[src/rtl/chess_vga_pkg.sv]
// Shared types and constants for the chess VGA display path.
package chess_vga_pkg;

    typedef enum logic {
        S_IDLE    = 1'b0,
        S_PENDING = 1'b1
    } latch_state_t;

    localparam int FRAME_CNT_W = 16;

endpackage

[src/rtl/vsync_edge_detect.sv]
// Detects the vsync leading edge (polarity-configurable) and emits a registered frame tick.
module vsync_edge_detect #(
    parameter bit VS_ACTIVE_LOW = 1'b1
) (
    input  logic clk_vga,
    input  logic rst,
    input  logic vga_vs,
    output logic vs_edge,
    output logic frame_tick
);

    logic vs_act;
    logic vs_prev;

    assign vs_act  = VS_ACTIVE_LOW ? ~vga_vs : vga_vs;
    assign vs_edge = vs_act && !vs_prev;

    // vs_prev resets to active so a sync already asserted at reset release is not an edge.
    always_ff @(posedge clk_vga) begin
        if (rst) begin
            vs_prev    <= 1'b1;
            frame_tick <= 1'b0;
        end else begin
            vs_prev    <= vs_act;
            frame_tick <= vs_edge;
        end
    end

endmodule

[src/rtl/frame_state_latch.sv]
// Filters the synchronized state for stability and commits it only at the vsync leading edge.
module frame_state_latch
    import chess_vga_pkg::*;
#(
    parameter int             bits          = 1,
    parameter int             STABLE_CYCLES = 4,
    parameter logic [bits-1:0] RESET_STATE  = '0,
    parameter bit             VS_ACTIVE_LOW = 1'b1
) (
    input  logic                   clk_vga,
    input  logic                   rst,
    input  logic [bits-1:0]        state_vga,
    input  logic                   vga_vs,
    output logic [bits-1:0]        state_frame,
    output logic                   state_update,
    output logic                   frame_tick,
    output logic                   pending,
    output logic [FRAME_CNT_W-1:0] frame_count
);

    localparam int             CW      = $clog2(STABLE_CYCLES + 1);
    localparam logic [CW-1:0]  CNT_MAX = CW'(STABLE_CYCLES);

    logic [bits-1:0] cand;
    logic [CW-1:0]   cnt;
    logic            qualified;
    logic            vs_edge;
    logic            commit;
    logic [bits-1:0] pend_val, pend_val_n;
    logic [bits-1:0] next_frame;
    latch_state_t    state, state_n;

    vsync_edge_detect #(
        .VS_ACTIVE_LOW(VS_ACTIVE_LOW)
    ) u_vs (
        .clk_vga    (clk_vga),
        .rst        (rst),
        .vga_vs     (vga_vs),
        .vs_edge    (vs_edge),
        .frame_tick (frame_tick)
    );

    // Any change restarts the run; bits skewed by a cycle show up as a short-lived code.
    always_ff @(posedge clk_vga) begin
        if (rst) begin
            cand <= RESET_STATE;
            cnt  <= '0;
        end else if (state_vga != cand) begin
            cand <= state_vga;
            cnt  <= '0;
        end else if (cnt != CNT_MAX) begin
            cnt <= cnt + 1'b1;
        end
    end

    assign qualified = (cnt == CNT_MAX);
    assign pending   = (state == S_PENDING);

    always_comb begin
        commit     = vs_edge && (state == S_PENDING);
        next_frame = commit ? pend_val : state_frame;
        state_n    = state;
        pend_val_n = pend_val;
        // Compare against the value visible after this cycle's commit, not the current one.
        if (qualified && cand != next_frame) begin
            pend_val_n = cand;
            state_n    = S_PENDING;
        end else if (qualified) begin
            state_n = S_IDLE;
        end else if (commit) begin
            state_n = S_IDLE;
        end
    end

    always_ff @(posedge clk_vga) begin
        if (rst) begin
            state        <= S_IDLE;
            pend_val     <= RESET_STATE;
            state_frame  <= RESET_STATE;
            state_update <= 1'b0;
            frame_count  <= '0;
        end else begin
            state        <= state_n;
            pend_val     <= pend_val_n;
            state_frame  <= next_frame;
            state_update <= commit;
            if (vs_edge)
                frame_count <= frame_count + 1'b1;
        end
    end

endmodule

[config.mk]
export PLATFORM = sky130hd
export DESIGN_NAME = frame_state_latch
export DESIGN_NICKNAME = d
export VERILOG_FILES = /design/src/rtl/chess_vga_pkg.sv /design/src/rtl/vsync_edge_detect.sv /design/src/rtl/frame_state_latch.sv
export SDC_FILE = /design/constraint.sdc
export NUM_CORES = 1
export LEC_CHECK = 0
export CORE_ASPECT_RATIO = 0.75
export CORE_MARGIN = 1.5
export CORE_UTILIZATION = 52
export CTS_BUF_LIST = sky130_fd_sc_hd__clkbuf_4 sky130_fd_sc_hd__clkbuf_8 sky130_fd_sc_hd__clkbuf_16
export CTS_CLUSTER_DIAMETER = 120
export CTS_CLUSTER_SIZE = 30
export DETAILED_ROUTE_END_ITERATION = 6
export PLACE_DENSITY = 0.79
export SETUP_SLACK_MARGIN = 0.3
export SLEW_MARGIN = 10
export SYNTH_ARGS = -nofsm -noshare
export SYNTH_HDL_FRONTEND = slang
export SYNTH_SLANG_ARGS = --single-unit
[constraint.sdc]
create_clock -name clk_vga -period 2.61 [get_ports clk_vga]
set_input_delay 0.6525 -clock clk_vga [delete_from_list [all_inputs] [get_ports clk_vga]]
set_output_delay 0.6525 -clock clk_vga [all_outputs]
set_load 0.03 [all_outputs]
==> summary.md <==
| Metric | Value |
|---|---|
| DR WL/cell | `~13 um` |
| Worst-path fanout max | `7` |
| First-pass GRT wire length | `3740 um` |
| Reg-to-reg slack, setup | `0.92 ns` |
| DR pass1 iterations | `4` |
| Initial drt markers | `between 40 and 50` |
| Rel. slew slack | `74.5%` |
| I/O Buffers | `23` |
| Largest net degree at the start of global routing | `15` |
| Syn Nets | `129` |
| CTS root buf | `clkbuf_4` |
| GRT Util Overall | `19.8%` |
| DRC violations left | `0` |
| CP endpoint kind | `output port` |
| PwrDens | `465 mW/mm^2` |
| Cells after Synth | `122` |
| CP Class | `register to output port` |
| Final Slew Violations | `0` |
| Antenna cells | `0` |
| H-tree Lvls | `1` |
| Nets@finish | `155` |
| Vias | `921` |
| Yosys cell types | `27` |
| Hpwl dp | `1690 um` |
| Crit path largest cell delay | `0.73 ns` |
| Die span in x | `56.7 um` |
| Mean Syn Cell Area | `9.22 sq um` |
| Period utilization | `84.3%` |
| Critical path's top delay family | `buffers and inverters` |
| Setup Viol. Count Final | `0` |
| TritonCTS buffer count | `3` |
| Hold-fix buffers, CTS | `0` |
| Mapped Area | `0.00112 sq mm` |
| Number of global-route vias before repair | `805` |
| Register area | `520 sq um` |
| Setup ws final | `a little over 0.4 ns` |
| Ports | `24` |
| Critical path, cell by cell | `clkdlybuf4s50_1` |
| Synthesis Warnings | `0` |
| Clock Latency Late Sink | `0.32 ns` |
| Worst Path Required | `1.96 ns` |
| Full die area | `between 0.002 and 0.0025 sq mm` |
| Status | `finished clean` |
| Vias/cell | `5.39` |
| FILL cells | `162` |
| Number of post-CTS setup repair buffers | `0` |
| WP data arrival | `1.55 ns` |
| Register area share after synthesis | `46.3%` |
| Cell row count | `14` |
| WP buf/inv | `1` |
| Final Skew | `around 0.007 ns` |
| Share of post-route cells with drive strength above 1 | `around 6%` |
| Num Clock Sinks | `26` |
| Critical-path top delay cell | `clkdlybuf4s50_1` |
| Initial antenna violation count | `0` |
| Initial Util | `around 55%` |
| Clock Path Buffers | `2` |
| CTS tree | `done` |
| Worst-path clk slew | `0.13 ns` |
| Max VDD drop | `0.000493 V` |
| Core footprint | `0.00203 sq mm` |
| Placer congestion estimate | `between 0.8 and 0.9` |
| Fmax | `454 MHz` |
| Hold crit path type | `register to register` |
| Final wirelength | `2190 um` |
| Synth Register Bits | `26` |
| Leak | `0.510 nW` |
| Place WS | `0.314 ns` |
| Die span in y | `43.3 um` |
| Maxcap violations | `0` |
| Layout area overhead | `25.7%` |
| Antenna-violating nets left | `0` |
| Multi-input combinational cell area | `between 500 and 600 sq um` |
| PostCTS Resize Cnt | `0` |
| Final Hold Fails | `0` |
| RSZ-0062 raised after global routing | `no` |
| Remaining Overflow, GRT | `0` |
| CP Launch Type | `register` |
| Final Critical Period | `2.20 ns` |
| Setup TNS Final | `0 ns` |
| Slew at the pin closest to its max-slew limit | `0.381 ns` |
[path summary, 6_finish.rpt]
check                        from               to  cells after the start
setup / recovery   frame_count[0]   frame_count[0]                      1
hold / removal    frame_count[15]  frame_count[15]                      2
setup reg to reg   frame_count[0]  frame_count[14]                      5
hold reg to reg   frame_count[15]  frame_count[15]                      2
[synth_stat cells]
cell type  instances  area share, %
xnor2_1            5            3.9
nor3_1             3            1.3
or3_1              3            1.7
dfxtp_1           26             46
nand2_1           10            3.3
nand4_1            5            2.8
and4_1             2            1.6
o21ai_1            1           0.44
nand2b_1           2            1.1
nand3_1            4            1.8
a21oi_1            7            3.1
nor2b_1            1           0.56
nor2_1            18            6.0
clkbuf_1           2           0.67
a32o_1             1           0.89
nand4_2            2            2.2
or3b_1             2            1.6
and4bb_1           2            2.2
inv_1              2           0.67
xor2_1            11            8.6
ha_1               3            3.3
and4bb_2           1            1.1
nand3_2            1           0.89
and2_1             1           0.56
a31oi_1            1           0.56
o21ai_0            5            2.2
buf_4              1           0.67
[final cells by class]
| class | count | share of cell area [%] |
|---|---|---|
| clock buffers | 4 | 2.57 |
| inverters | 2 | 0.531 |
| multi-input cells | 91 | 41.2 |
| flip-flops and latches | 26 | 36.8 |
| well taps | 24 | 2.12 |
| repair buffers | 24 | 16.8 |
[per-stage QoR]
stage	cells	power, mW	utilization (%)	hold WS (ns)	cell area [sq um]
after floorplan	122	0.448	-	0.471	1120
after global placement	167	0.464	67.8	0.471	1380
after detailed placement	167	0.466	67.8	0.494	1380
after CTS	171	0.666	69.6	0.509	1410
after global routing	171	0.682	69.6	0.537	1410
final	171	0.658	69.6	0.505	1410
[state kept, by name, summed over array words and instances, names as in the netlist]
name	count
state_update	1
u_vs.frame_tick	1
u_vs.vs_prev	1
pend_val	1
pending	1
cnt	3
cand	1
state_frame	1
frame_count	16
[kinds of logic (layout without fill, tap and decap cells)]
kind of cell             Yosys count  in the layout  share of synthesized area (%)
AND/OR/NAND/NOR                   57             57                           28.7
flip-flops                        26             26                           46.3
XOR/XNOR                          16             16                           12.5
AO/OA/AOI/OAI                     15             15                           7.23
buffers and inverters              5             30                           2.00
adder cells (fa/ha/maj)            3              3                           3.34
[cell usage in the layout, fill, tap and decap left out, types with 4 or more instances in the layout]
master | Yosys | final
clkdlybuf4s50_1 | 0 | 23
xor2_1 | 11 | 11
xnor2_1 | 5 | 5
nand2_1 | 10 | 10
a21oi_1 | 7 | 7
nand3_1 | 4 | 4
o21ai_0 | 5 | 5
nor2_1 | 18 | 18
nand4_1 | 5 | 5
dfxtp_1 | 26 | 26
[routing by layer]
metal  vias to the layer above  global-route usage (%)  share of wire (%)
met4                         0                    4.29               0.50
met2                        29                    28.8                 41
met5                         -                       0                  0
met1                       417                    29.0                 52
met3                         2                    5.79                6.3
li1                        473                       -                  -
[where the power goes]
| part | switching, mW | internal (mW) | total, mW |
|---|---|---|---|
| combinational | 0.0226 | 0.0213 | 0.0439 |
| clock | 0.115 | 0.0854 | 0.201 |
| sequential | 0.00922 | 0.404 | 0.413 |
| total | 0.147 | 0.511 | 0.658 |
(Power assumes the default switching activity.)
